### src/rtl/fetch_pkg.sv
// Shared types and constants for the instruction fetch controller.
package fetch_pkg;

  localparam int unsigned INST_BYTES           = 4;
  localparam logic [31:0] DEFAULT_RESET_VECTOR = 32'h0000_0000;

  typedef enum logic [2:0] {
    IDLE  = 3'd0,
    REQ   = 3'd1,
    HOLD  = 3'd2,
    DRAIN = 3'd3,
    ERR   = 3'd4
  } fetch_state_e;

endpackage

### src/rtl/fetch_pc_reg.sv
// Program-counter register: async reset to the reset vector, loadable.
module fetch_pc_reg
  import fetch_pkg::*;
#(
  parameter logic [31:0] RESET_VECTOR = DEFAULT_RESET_VECTOR
) (
  input  logic        clk,
  input  logic        rst,
  input  logic        load_en_i,
  input  logic [31:0] load_val_i,
  output logic [31:0] pc_o
);

  logic [31:0] pc_q;

  // Hold the next fetch address; only loads when the controller asks.
  always_ff @(posedge clk or posedge rst) begin
    if (rst) begin
      pc_q <= RESET_VECTOR;
    end else if (load_en_i) begin
      pc_q <= load_val_i;
    end
  end

  assign pc_o = pc_q;

endmodule

### src/rtl/fetch_controller.sv
// Instruction fetch controller: issues memory reads, hands words to decode,
// follows redirects and locks up on a misaligned redirect target.
module fetch_controller
  import fetch_pkg::*;
#(
  parameter logic [31:0] RESET_VECTOR = DEFAULT_RESET_VECTOR
) (
  input  logic        clk,
  input  logic        rst,
  input  logic        redirect_valid,
  input  logic [31:0] redirect_target,
  output logic        imem_req,
  output logic [31:0] imem_addr,
  input  logic        imem_ack,
  input  logic [31:0] imem_rdata,
  output logic        inst_valid,
  input  logic        inst_ready,
  output logic [31:0] inst_out,
  output logic [31:0] inst_pc,
  output logic [31:0] pc_out,
  output logic        misalign_err
);

  localparam logic [31:0] INST_STEP = 32'(INST_BYTES);

  fetch_state_e state_q, state_d;
  logic        instValid_q, instValid_d;
  logic [31:0] instOut_q, instOut_d;
  logic [31:0] instPc_q, instPc_d;
  logic        misalign_q, misalign_d;
  logic [31:0] drainAddr_q, drainAddr_d;
  logic        pcLoadEn;
  logic [31:0] pcLoadVal;
  logic [31:0] pcValue;
  logic        redirectMisaligned;

  fetch_pc_reg #(
    .RESET_VECTOR(RESET_VECTOR)
  ) u_pc_reg (
    .clk       (clk),
    .rst       (rst),
    .load_en_i (pcLoadEn),
    .load_val_i(pcLoadVal),
    .pc_o      (pcValue)
  );

  assign redirectMisaligned = redirect_valid && (redirect_target[1:0] != 2'b00);

  // Next-state, pc update and decode-side register updates for every state.
  always_comb begin
    state_d     = state_q;
    instValid_d = instValid_q;
    instOut_d   = instOut_q;
    instPc_d    = instPc_q;
    misalign_d  = misalign_q;
    drainAddr_d = drainAddr_q;
    pcLoadEn    = 1'b0;
    pcLoadVal   = redirect_target;

    if ((state_q != ERR) && redirectMisaligned) begin
      misalign_d  = 1'b1;
      instValid_d = 1'b0;
      state_d     = ERR;
    end else begin
      case (state_q)
        IDLE: begin
          pcLoadEn = redirect_valid;
          state_d  = REQ;
        end
        REQ: begin
          if (redirect_valid) begin
            pcLoadEn = 1'b1;
            if (imem_ack) begin
              state_d = REQ;
            end else begin
              drainAddr_d = pcValue;
              state_d     = DRAIN;
            end
          end else if (imem_ack) begin
            instOut_d   = imem_rdata;
            instPc_d    = pcValue;
            instValid_d = 1'b1;
            pcLoadEn    = 1'b1;
            pcLoadVal   = pcValue + INST_STEP;
            state_d     = HOLD;
          end
        end
        HOLD: begin
          if (redirect_valid) begin
            instValid_d = 1'b0;
            pcLoadEn    = 1'b1;
            state_d     = REQ;
          end else if (inst_ready) begin
            instValid_d = 1'b0;
            state_d     = REQ;
          end
        end
        DRAIN: begin
          // A redirect arriving together with the drain ack still updates the
          // target, and the stale request is finished so we move on.
          pcLoadEn = redirect_valid;
          if (imem_ack) begin
            state_d = REQ;
          end
        end
        ERR: begin
          state_d = ERR;
        end
        default: begin
          state_d = IDLE;
        end
      endcase
    end
  end

  // Register the FSM state and the decode-facing outputs.
  always_ff @(posedge clk or posedge rst) begin
    if (rst) begin
      state_q     <= IDLE;
      instValid_q <= 1'b0;
      instOut_q   <= 32'h0;
      instPc_q    <= 32'h0;
      misalign_q  <= 1'b0;
      drainAddr_q <= 32'h0;
    end else begin
      state_q     <= state_d;
      instValid_q <= instValid_d;
      instOut_q   <= instOut_d;
      instPc_q    <= instPc_d;
      misalign_q  <= misalign_d;
      drainAddr_q <= drainAddr_d;
    end
  end

  assign imem_req     = (state_q == REQ) || (state_q == DRAIN);
  assign imem_addr    = (state_q == DRAIN) ? drainAddr_q : pcValue;
  assign inst_valid   = instValid_q;
  assign inst_out     = instOut_q;
  assign inst_pc      = instPc_q;
  assign pc_out       = pcValue;
  assign misalign_err = misalign_q;

endmodule

### config.mk
export PLATFORM = sky130hd
export DESIGN_NAME = fetch_controller
export DESIGN_NICKNAME = d
export VERILOG_FILES = /design/src/rtl/fetch_pkg.sv /design/src/rtl/fetch_pc_reg.sv /design/src/rtl/fetch_controller.sv
export SDC_FILE = /design/constraint.sdc
export NUM_CORES = 1
export LEC_CHECK = 0
export CAP_MARGIN = 20
export CORE_UTILIZATION = 40
export CTS_CLUSTER_DIAMETER = 200
export DETAILED_ROUTE_END_ITERATION = 10
export DONT_BUFFER_PORTS = 1
export PLACE_DENSITY = 0.56
export SYNTH_ARGS = -nofsm -noshare
export SYNTH_HDL_FRONTEND = slang
export SYNTH_SLANG_ARGS = --single-unit
### constraint.sdc
create_clock -name clk -period 12.4 [get_ports clk]
set_input_delay 2.48 -clock clk [delete_from_list [all_inputs] [get_ports clk]]
set_output_delay 2.48 -clock clk [all_outputs]
set_load 0.01 [all_outputs]
Word level (Yosys, flattened, before mapping)
Index checks and enable logic that the tools add are counted.

storage, ports and cells
  word-level logic and storage cells = 56
  flip-flop bits (word level) = 133
  input port bits = 69

cells by class
  multiplexer cells = 24
  equal/unequal tests = 10
  add/sub/neg operators = 1
  reduce and logical (&&, ||, !) cells = 11
  bitwise operators = 3

operators by type and width
  operator                                                          number
  32-bit 2-to-1 mux                                                 5
  32-bit by 3-bit adder with 32-bit output (second input constant)  1
  3-bit 2-to-1 mux                                                  6
  3-bit one-hot mux with 5 select lines                             1
  3-bit != test (second input constant)                             4
  4-bit AND reduction                                               3
  1-bit 2-to-1 mux                                                  9
  4-bit != test (second input constant)                             2
  3-bit by 2-bit == test with 1-bit output (second input constant)  2
  3-bit by 1-bit == test with 1-bit output (second input constant)  1
  3-bit == test (second input constant)                             1
  3-bit logical NOT                                                 1
  1-bit inverter                                                    3
  1-bit one-hot mux with 3 select lines                             1
  3-bit AND reduction                                               1
  3-bit nonzero test                                                1
  1-bit logical AND                                                 2
  2-bit 2-to-1 mux                                                  1
  1-bit one-hot mux with 2 select lines                             1
  2-bit nonzero test                                                1
  2-bit OR reduction                                                1
  1-bit logical OR                                                  1

Depth between registers and ports, before layout
Gate-level depths: netlist (run 1).

  depth in word-level cells = 5
  depth in mapped cells = 8
  gate-level depth less buffers = 6

By module
From an unflattened synthesis (run 1), not the netlist that was laid out.

unflattened totals
  cell total of the unflattened synthesis = 638
  area, all modules = 6588.8 um^2

modules (own cells, without submodules)
  module            seq. area each (um^2)  instances  area an instance (um^2)  cells each
  fetch_controller  2527.4                 1          5240.0                   569
  fetch_pc_reg      800.8                  1          1348.8                   69

Worst setup path before layout (run 1)
No wires, ideal clock.

  path kind = register to output
  start = register state_q[0]
  end = output port imem_addr[10]
  path slack = 8391 ps
  arrival = 1529 ps
  stages on the path, launching flop included = 5
  cells stage by stage = dfrtp_1 > nor2b_1 > nand2_1 > buf_1 > mux2_2

between the ends
  longest elaborated chain between the ends = 2

RTL lines
  what                                      RTL line                 text
  from (decl)                               fetch_controller.sv:26   fetch_state_e state_q, state_d;
  from (signal assigned)                    fetch_controller.sv:126  state_q <= state_d;
  3-bit by 2-bit == test with 1-bit output  fetch_controller.sv:136  assign imem_addr = (state_q == DRAIN) ? drainAddr_q : pcValue;
  32-bit 2-to-1 mux                         fetch_controller.sv:136
  to (decl)                                 fetch_controller.sv:13   output logic [31:0] imem_addr,

No other way between the ends.

Worst setup path in the final report (run 1)
  start = register state_q[2]
  end = output port imem_addr[9]

The elaborated chain is that of the path after synthesis.

==> out/qor.txt, run 1 <==
Setup WS post-layout: 7.44 ns
Start point of the critical path: state_q[2]$_DFFE_PP0P_
Final non-filler cell total: 826
Startpoint Class: flop
Min-Delay Path Class: reg2reg
Clock-pin slew on the worst setup and hold paths: 0.06 ns
Delay-heaviest family, CP: simple AND/OR/NAND/NOR gates
Register bit total from synthesis: 133
Cts repair resizes: 0
Core Footprint: 15200 sq um
Via count: 4741
Residual DRC: 0
WP data required: 9.92 ns
WHS: 0.492 ns
Row Count: 45
GR Overflow Total: 0
Reg2Reg Capture Point: u_pc_reg.pc_o[18]$_DFFE_PP0P_
Die span in y: 127 microns
Post-layout util: 45.4%
Antenna diodes: 0
Chip Width: 127 microns
Worst-Skew Late Latency: 0.42 ns
Buffers & Inverters on Critical Path: 0
1st-iter DRT viols: 291
Least-Margin Pin Slew: 0.990 ns
Post-route cell area: 6910 sq um
Slowest Stage Delay on Critical Path: 0.61 ns
Worst hold stages: 2
Root Driver: clkbuf_16
Slew Viols, Final: 0
Final ANT Viol Nets: 0
Global Route Usage Sum: 20.8%
CP endpoint kind: output pin
Setup bufs post-CTS: 0
NetSw: 0.572 mW
Vias/cell: 5.74
Post-Syn Nets: 713
Crit path DAT: 2.48 ns
Clk buf depth: 2
Net Sw Frac: 36.2%
# IOs: 200
Dpl ws: 7.83 ns
Cell count after synthesis: 643
Synth Flop Type: dfrtp_1
Crit-path max FO: 32
Synth-to-layout area growth: 11.1%
Vias in the first global route: 4661
R2R cell count: 6
Asr flop ratio synth: 100%
CTS Sinks: 133
Share of cells above drive strength 1: 16.3%
Initial antenna violation count: 0
Htree depth: 4
# port buffers: 0
Starting density of the core: 40.9%
Synth cell types: 55
Gp weighted congestion: 0.781
Power share of the combinational group: 17.8%
CTS Hold Buffers Added: 0
Final setup fails: 0
Syn_area_per_cell: 9.67 sq um
CP max-delay cell: nand2_2
Final worst path period share: 40.0%
Max-cap viol count: 0
Die ar.: 16000 sq um
DP HPWL: 10.5 mm
DR WL/cell: 19.5 microns
EDFF count, synth: 0
Max VDD drop: 0.0899 mV
CTS tree: done
Placed Cells: 793
Power density over the cells: 229 nW/um^2
First-pass GRT wire length: 25.6 mm
Fin nets: 695
Max Fclk: 0.201 GHz
Total chip power: 1.58 mW
Reg2Reg Setup Slack: 9.78 ns
Max Clock Skew: 0.00583 ns
Lkg Pwr: 3.30 nW
Status: complete, no violations
Clock power share: 32.4%
Reg2reg start: u_pc_reg.pc_o[2]$_DFFE_PP0P_
Mapped cell area: 6220 sq um
Unrepaired setup endpoints after global routing: no
Initial DRT Pass Iterations: 5
Final WL: 16.1 mm
Largest net degree at the start of global routing: 86
Final hold violation count: 0
Hold Crit Start: drainAddr_q[29]$_DFFE_PP0P_
Synth Warn #: 0
Minimum clock period: 4.96 ns
Post-synthesis sequential area ratio: 53.5%
Crit-path cells: nor2b_1 > nand2_2 > mux2_2
Reg power frac: 49.8%
Internal: 1.01 mW
Slew HR: 34.0%
DP Area: 6280 sq um
Number of CTS-inserted buffers: 17
Worst Hold Path EP: drainAddr_q[29]$_DFFE_PP0P_
CP Class: reg2out
Setup TNS: 0 ns
-- layer usage --
layer / track usage, % / part of all wire (%) / up-vias
met5: 0 / 0 / -
met4: 8.61 / 2.1 / 0
met1: 25.7 / 42 / 2356
met3: 6.79 / 8.2 / 22
met2: 33.8 / 48 / 196
li1: - / - / 2167
-- worst max-delay path by stage --
stage,to,cells after the start
after floorplan,drainAddr_q[0]$_DFFE_PP0P_,1
after global placement,imem_addr[1],3
after detailed placement,imem_addr[9],3
after CTS,imem_addr[27],3
after global routing,imem_addr[9],3
final,imem_addr[9],3
-- layout make-up --
cell class / instances / area, sq um
clock buffer: 19 / 453
clock inverter: 13 / 155
fill: 1464 / 8300
inverter: 8 / 35.0
multi-input combinational: 461 / 2660
sequential: 133 / 3330
tap: 188 / 235
timing repair buffer: 4 / 37.5
-- cell usage after synthesis (2+ instances only) --
| master | count | area, sq um |
|---|---|---|
| nor3_1 | 8 | 40.0 |
| o21ai_0 | 21 | 105 |
| buf_2 | 12 | 60.1 |
| or4_1 | 2 | 15.0 |
| a22oi_1 | 4 | 30.0 |
| and4_1 | 2 | 17.5 |
| clkbuf_1 | 11 | 41.3 |
| buf_4 | 3 | 22.5 |
| o21a_1 | 3 | 22.5 |
| buf_6 | 4 | 45.0 |
| a21oi_1 | 29 | 145 |
| nand2b_1 | 2 | 12.5 |
| and3_1 | 4 | 25.0 |
| a211o_1 | 2 | 17.5 |
| nor2_1 | 28 | 105 |
| a31oi_1 | 4 | 25.0 |
| a211oi_1 | 7 | 52.6 |
| or3_1 | 2 | 12.5 |
| nand2_1 | 210 | 788 |
| nor4_1 | 4 | 25.0 |
| dfrtp_1 | 133 | 3330 |
| o311ai_0 | 2 | 17.5 |
| nand4_1 | 6 | 37.5 |
| mux2_2 | 58 | 653 |
| o2bb2ai_1 | 3 | 26.3 |
| mux2_1 | 3 | 33.8 |
| xor2_1 | 3 | 26.3 |
| buf_1 | 10 | 37.5 |
| a311oi_1 | 4 | 35.0 |
| inv_1 | 8 | 30.0 |
| and2_1 | 4 | 25.0 |
| o22ai_1 | 6 | 37.5 |
| nand3_1 | 19 | 95.1 |
-- power groups by stage --
stage / Combinational (mW) / Clock [mW] / Sequential [mW]
global placement: 0.273 / 0 / 0.789
global route: 0.322 / 0.542 / 0.814
finish: 0.282 / 0.513 / 0.787
detailed placement: 0.282 / 0 / 0.795
floorplan: 0.267 / 0 / 0.713
CTS: 0.284 / 0.528 / 0.788
-- logic make-up (layout without fill, tap and decap cells) --
kind of cell,after synthesis,count (layout),share of synthesized area (%)
simple gates,300,300,21.0
mux,61,61,11.1
buf+inv,49,44,3.88
flops,133,133,53.5
fa+ha+maj,1,1,0.201
compound gates,96,96,9.86
xor+xnor,3,3,0.423
-- worst reg2reg max path, delay by kind of cell (launching register included) --
family,cells,cell delay [ns]
adders and majority gates,1,0.29
DFF,1,0.57
and+or+nand+nor,5,1.71
-- flip-flops by register name (all words and copies together), names as in the netlist --
signal         cells
inst_pc           32
inst_valid         1
state_q            3
drainAddr_q       32
u_pc_reg.pc_o     32
inst_out          32
misalign_err       1
-- cells in the final DEF (no fill, tap or decap), types with 4 or more instances in the layout --
cell and instances:
nor2_1 28, clkbuf_16 17, a311oi_1 4, nand3_1 19, nand4_1 6, a21oi_1 29, and2_1 4, mux2_2 58
nand2_1 209, dfrtp_1 133, o21ai_0 21, a211oi_1 7, a22oi_1 4, nor4_1 4, nor3_1 7, o22ai_1 6
inv_1 7, clkinv_2 5, and3_1 4, a31oi_1 4
Power figures use the tool's default switching activity.
==> run 2, diff against run 1 <==
--- a/config.mk
+++ b/config.mk
@@ -10,7 +10,7 @@
 export CTS_CLUSTER_DIAMETER = 200
 export DETAILED_ROUTE_END_ITERATION = 10
 export DONT_BUFFER_PORTS = 1
-export PLACE_DENSITY = 0.56
+export PLACE_DENSITY = 0.58
 export SYNTH_ARGS = -nofsm -noshare
 export SYNTH_HDL_FRONTEND = slang
 export SYNTH_SLANG_ARGS = --single-unit
==> constraint.sdc (replaced) <==
create_clock -name clk -period 4 [get_ports clk]
set_input_delay 0.8 -clock clk [delete_from_list [all_inputs] [get_ports clk]]
set_output_delay 0.8 -clock clk [all_outputs]
set_load 0.01 [all_outputs]
==> run 2 against run 1 <==
Against the previous run: global-route usage is 0.32 points higher; final area is 0.38% higher; critical endpoint is now imem_addr[19]; largest power group unchanged; combinational power grew to 3.1 times the previous value; largest cell class unchanged; count of clock-buffer cells in the layout stayed put.
==> out/qor.txt, run 2 (synthesis results as in run 1) <==
Dpl ws: 1.15 ns
Worst-Skew Late Latency: 0.42 ns
Share of cells above drive strength 1: 16.5%
Filler Cells Inserted: 1428
Final ANT Viol Nets: 0
Htree depth: 4
CTS Hold Buffers Added: 0
Least-Margin Pin Slew: 0.897 ns
Crit path DAT: 2.47 ns
Register area: 3330 sq um
CTS tree: done
Die span in y: 127 microns
Reg power frac: 50.0%
Routed met3 length: 1.38 mm
1st-iter DRT viols: 318
Max Used Layer: met4
Crit-path max FO: 32
Post-route cell area: 6930 sq um
Row Count: 45
Area occupied by multi-input gates: 2660 sq um
CP endpoint kind: output pin
Synth-to-layout area growth: 11.5%
Power share of the combinational group: 17.8%
# IOs: 200
Met2 routed WL: 7.60 mm
Commonest non-fill, non-tap cells in the layout: nand2_1, dfrtp_1, mux2_2
Setup bufs post-CTS: 0
Setup TNS: 0 ns
GR Overflow Total: 0
First-pass GRT wire length: 25.8 mm
Vias in the first global route: 4615
Power density over the cells: 706 nW/um^2
Most common cell after layout, fill and taps aside: nand2_1
Reg2Reg Setup Slack: 1.35 ns
Wl on met1: 7.24 mm
Max Fclk: 0.306 GHz
NetSw: 1.78 mW
Max VDD drop: 0.286 mV
Total chip power: 4.90 mW
Fin nets: 699
Vias/cell: 5.65
Final WL: 16.4 mm
Startpoint Class: flop
Die ar.: 16000 sq um
Slew HR: 40.0%
CTS Sinks: 133
Clock-pin slew on the worst setup and hold paths: 0.06 ns
Final hold violation count: 0
Initial antenna violation count: 0
Max Clock Skew: 0.0122 ns
DR WL/cell: 19.7 microns
Starting density of the core: 40.9%
Clk buf depth: 2
Final worst path period share: 81.7%
Core Footprint: 15200 sq um
Min-Delay Path Class: in2async
CP Class: reg2out
Reg2Reg Capture Point: u_pc_reg.pc_o[18]$_DFFE_PP0P_
Max-cap viol count: 0
Root Driver: clkbuf_16
R2R cell count: 6
Internal: 3.12 mW
Residual DRC: 0
DP Area: 6330 sq um
WP data required: 3.20 ns
Net Sw Frac: 36.3%
Final setup fails: 0
Minimum clock period: 3.27 ns
Clock power share: 32.2%
WHS: 0.349 ns
Initial DRT Pass Iterations: 4
Lkg Pwr: 3.31 nW
Largest net degree at the start of global routing: 58
Global Route Usage Sum: 21.2%
DP HPWL: 11.1 mm
Status: complete, no violations
Via count: 4690
Reg2reg start: u_pc_reg.pc_o[3]$_DFFE_PP0P_
Cts repair resizes: 0
Chip Width: 127 microns
Setup WS post-layout: 0.732 ns
Number of CTS-inserted buffers: 17
# port buffers: 0
Slew Viols, Final: 0
Gp weighted congestion: 0.801
Unrepaired setup endpoints after global routing: no
run 2: layer usage:
layer,GRT usage [%],vias to the layer above
li1,-,2173
met1,26.4,2314
met2,33.9,191
met4,7.35,0
met3,7.89,12
met5,0,-
run 2: stage by stage:
| stage | std cells | util [%] |
|---|---|---|
| 4_1_cts | 829 | 45.6 |
| 3_3_place_gp | 798 | 41.7 |
| 2_1_floorplan | 643 | - |
| 5_1_grt | 829 | 45.6 |
| 3_5_place_dp | 798 | 41.7 |
| 6_report | 830 | 45.6 |
run 2: layout make-up:
type / count / share of cell area, %
Antenna cell: 1 / 0.0361
Clock buffer: 19 / 6.39
Clock inverter: 12 / 2.24
Inverter: 8 / 0.487
Multi-Input combinational cell: 461 / 38.4
Sequential cell: 133 / 48.0
Tap cell: 188 / 3.39
Timing Repair Buffer: 8 / 1.05
run 2: power groups by stage:
stage	Combinational, mW	Sequential (mW)	Clock [mW]
6_report	0.874	2.45	1.58
5_1_grt	0.998	2.52	1.67
4_1_cts	0.884	2.45	1.61
3_5_place_dp	0.876	2.47	0
3_3_place_gp	0.851	2.46	0
2_1_floorplan	0.829	2.21	0
run 2: worst max-delay path by stage:
stage | to | depth (start not counted) | slack (ns) | from
2_1_floorplan | drainAddr_q[0]$_DFFE_PP0P_ | 1 | 1.55 | rst
3_3_place_gp | imem_addr[1] | 3 | 1.21 | state_q[2]$_DFFE_PP0P_
3_5_place_dp | imem_addr[13] | 3 | 1.15 | state_q[2]$_DFFE_PP0P_
4_1_cts | imem_addr[13] | 3 | 0.69 | state_q[2]$_DFFE_PP0P_
5_1_grt | imem_addr[0] | 3 | 0.57 | state_q[2]$_DFFE_PP0P_
6_report | imem_addr[19] | 3 | 0.73 | state_q[2]$_DFFE_PP0P_
run 2: worst max-delay path, cell delays in order (launching register included):
cell     delay, ns
dfrtp_1       0.50
nor2b_1       0.39
nand2_2       0.61
mux2_2        0.53
==> run 3, diff against run 2 <==
--- a/config.mk
+++ b/config.mk
@@ -10,7 +10,7 @@
 export CTS_CLUSTER_DIAMETER = 200
 export DETAILED_ROUTE_END_ITERATION = 10
 export DONT_BUFFER_PORTS = 1
-export PLACE_DENSITY = 0.58
+export PLACE_DENSITY = 0.56
 export SYNTH_ARGS = -nofsm -noshare
 export SYNTH_HDL_FRONTEND = slang
 export SYNTH_SLANG_ARGS = --single-unit
==> constraint.sdc (replaced) <==
create_clock -name clk -period 3.2 [get_ports clk]
set_input_delay 0.64 -clock clk [delete_from_list [all_inputs] [get_ports clk]]
set_output_delay 0.64 -clock clk [all_outputs]
set_load 0.01 [all_outputs]
==> run 3 against run 2 <==
Against the previous run: sequential power is 24% higher; wire length hardly changed; global-route usage hardly changed; non-clock buffer count is 3 higher; worst setup slack worse by 0.48 ns; combinational power is 28% higher; clock power is 46% higher; final area is 1.6% higher; utilization is 0.73 points higher; largest power group unchanged; highest routed layer unchanged.
==> out/qor.txt, run 3 (synthesis results as in run 1) <==
Initial DRT Pass Iterations: 5
CTS Hold Buffers Added: 0
Residual DRC: 0
DR WL/cell: 19.7 microns
Dpl ws: 0.637 ns
CP Class: reg2out
Row Count: 45
Vias in the first global route: 4609
Chip Width: 127 microns
Filler Cells Inserted: 1412
Crit path DAT: 2.31 ns
Power density over the cells: 918 nW/um^2
CTS tree: done
Max VDD drop: 0.372 mV
# IOs: 200
Crit-path cells: nor2b_1 > nand2_2 > buf_4 > mux2_2
Via count: 4763
Number of CTS-inserted buffers: 17
Min-Delay Path Class: in2async
CP endpoint kind: output pin
Global Route Usage Sum: 21.2%
Initial antenna violation count: 0
Root Driver: clkbuf_16
Buffers & Inverters on Critical Path: 1
Minimum clock period: 2.95 ns
Final WL: 16.4 mm
Fin nets: 702
Slew Viols, Final: 0
First-pass GRT wire length: 26.0 mm
Register area: 3330 sq um
Worst-Skew Late Latency: 0.42 ns
Setup TNS: 0 ns
Share of cells above drive strength 1: 17.1%
Placed Cells: 801
Setup WS post-layout: 0.252 ns
Commonest non-fill, non-tap cells in the layout: nand2_1, dfrtp_1, mux2_2
Lkg Pwr: 3.37 nW
Clk buf depth: 2
Final ANT Viol Nets: 0
Status: complete, no violations
GR Overflow Total: 0
Die span in y: 127 microns
Vias/cell: 5.72
Gp weighted congestion: 0.817
Startpoint Class: flop
Clock-pin slew on the worst setup and hold paths: 0.06 ns
Htree depth: 4
CTS Sinks: 133
Unrepaired setup endpoints after global routing: no
Final worst path period share: 92.1%
Most common cell after layout, fill and taps aside: nand2_1
Delay-heaviest family, CP: simple AND/OR/NAND/NOR gates
WP data required: 2.56 ns
Final hold violation count: 0
DP HPWL: 11.2 mm
Largest net degree at the start of global routing: 54
Antenna diodes: 0
Core Footprint: 15200 sq um
Slowest Stage Delay on Critical Path: 0.49 ns
Least-Margin Pin Slew: 0.852 ns
Max Fclk: 0.339 GHz
Final setup fails: 0
Max-cap viol count: 0
CP max-delay cell: dfrtp_1
1st-iter DRT viols: 301
Die ar.: 16000 sq um
# port buffers: 0
Max Clock Skew: 0.00687 ns
Slew HR: 43.2%
Starting density of the core: 40.9%
Cts repair resizes: 0
Synth-to-layout area growth: 13.3%
Area occupied by multi-input gates: 2660 sq um
Final non-filler cell total: 832
Crit-path max FO: 19
WHS: 0.0578 ns
Setup bufs post-CTS: 0
==> run 3: layout make-up <==
cell class	instances	share of cell area [%]
clock buffer	19	6.43
clock inverter	12	3.53
inverter	8	0.480
multi-input combinational	461	37.8
sequential	133	47.2
tap	188	3.34
timing repair buffer	11	1.17
==> run 3: metrics by stage <==
| stage | area, sq um | power [mW] | utilization [%] |
|---|---|---|---|
| finish | 7040 | 6.47 | 46.3 |
| global route | 7040 | 6.83 | 46.3 |
| CTS | 7040 | 6.54 | 46.3 |
| detailed placement | 6340 | 4.20 | 41.7 |
| global placement | 6340 | 4.14 | 41.7 |
| floorplan | 6220 | 3.80 | - |
==> run 3: final timing paths <==
kind,slack [ns],from,cells past startpoint,endpoint
setup / recovery,0.25,state_q[0]$_DFFE_PP0P_,4,imem_addr[9]
hold reg to reg,0.49,drainAddr_q[13]$_DFFE_PP0P_,2,drainAddr_q[13]$_DFFE_PP0P_
setup reg to reg,0.77,state_q[2]$_DFFE_PP0P_,4,drainAddr_q[4]$_DFFE_PP0P_
min in group clk,0.33,imem_rdata[8],2,inst_out[8]$_DFFE_PP0P_
hold / removal,0.06,rst,1,inst_pc[4]$_DFFE_PP0P_
max in group asynchronous,2.21,rst,2,inst_out[1]$_DFFE_PP0P_
==> run 3: report_power, final <==
| group | switching [mW] | internal [mW] |
|---|---|---|
| clock | 0.734 | 1.58 |
| combinational | 0.632 | 0.487 |
| sequential | 0.864 | 2.17 |
| total | 2.23 | 4.24 |
==> run 3: metal layers <==
metal	global-route usage (%)	part of all wire [%]	vias to the layer above
met5	0	0	-
met4	8.12	1.9	0
met3	6.37	7.5	28
met2	34.8	48	206
met1	26.4	42	2349
li1	-	-	2180
==> run 3: worst reg2reg max path: stages (launching register included) <==
cell and delay, ns:
dfrtp_1 0.51, inv_1 0.17, nand3b_1 0.09, or4_2 1.07, mux2_1 0.48
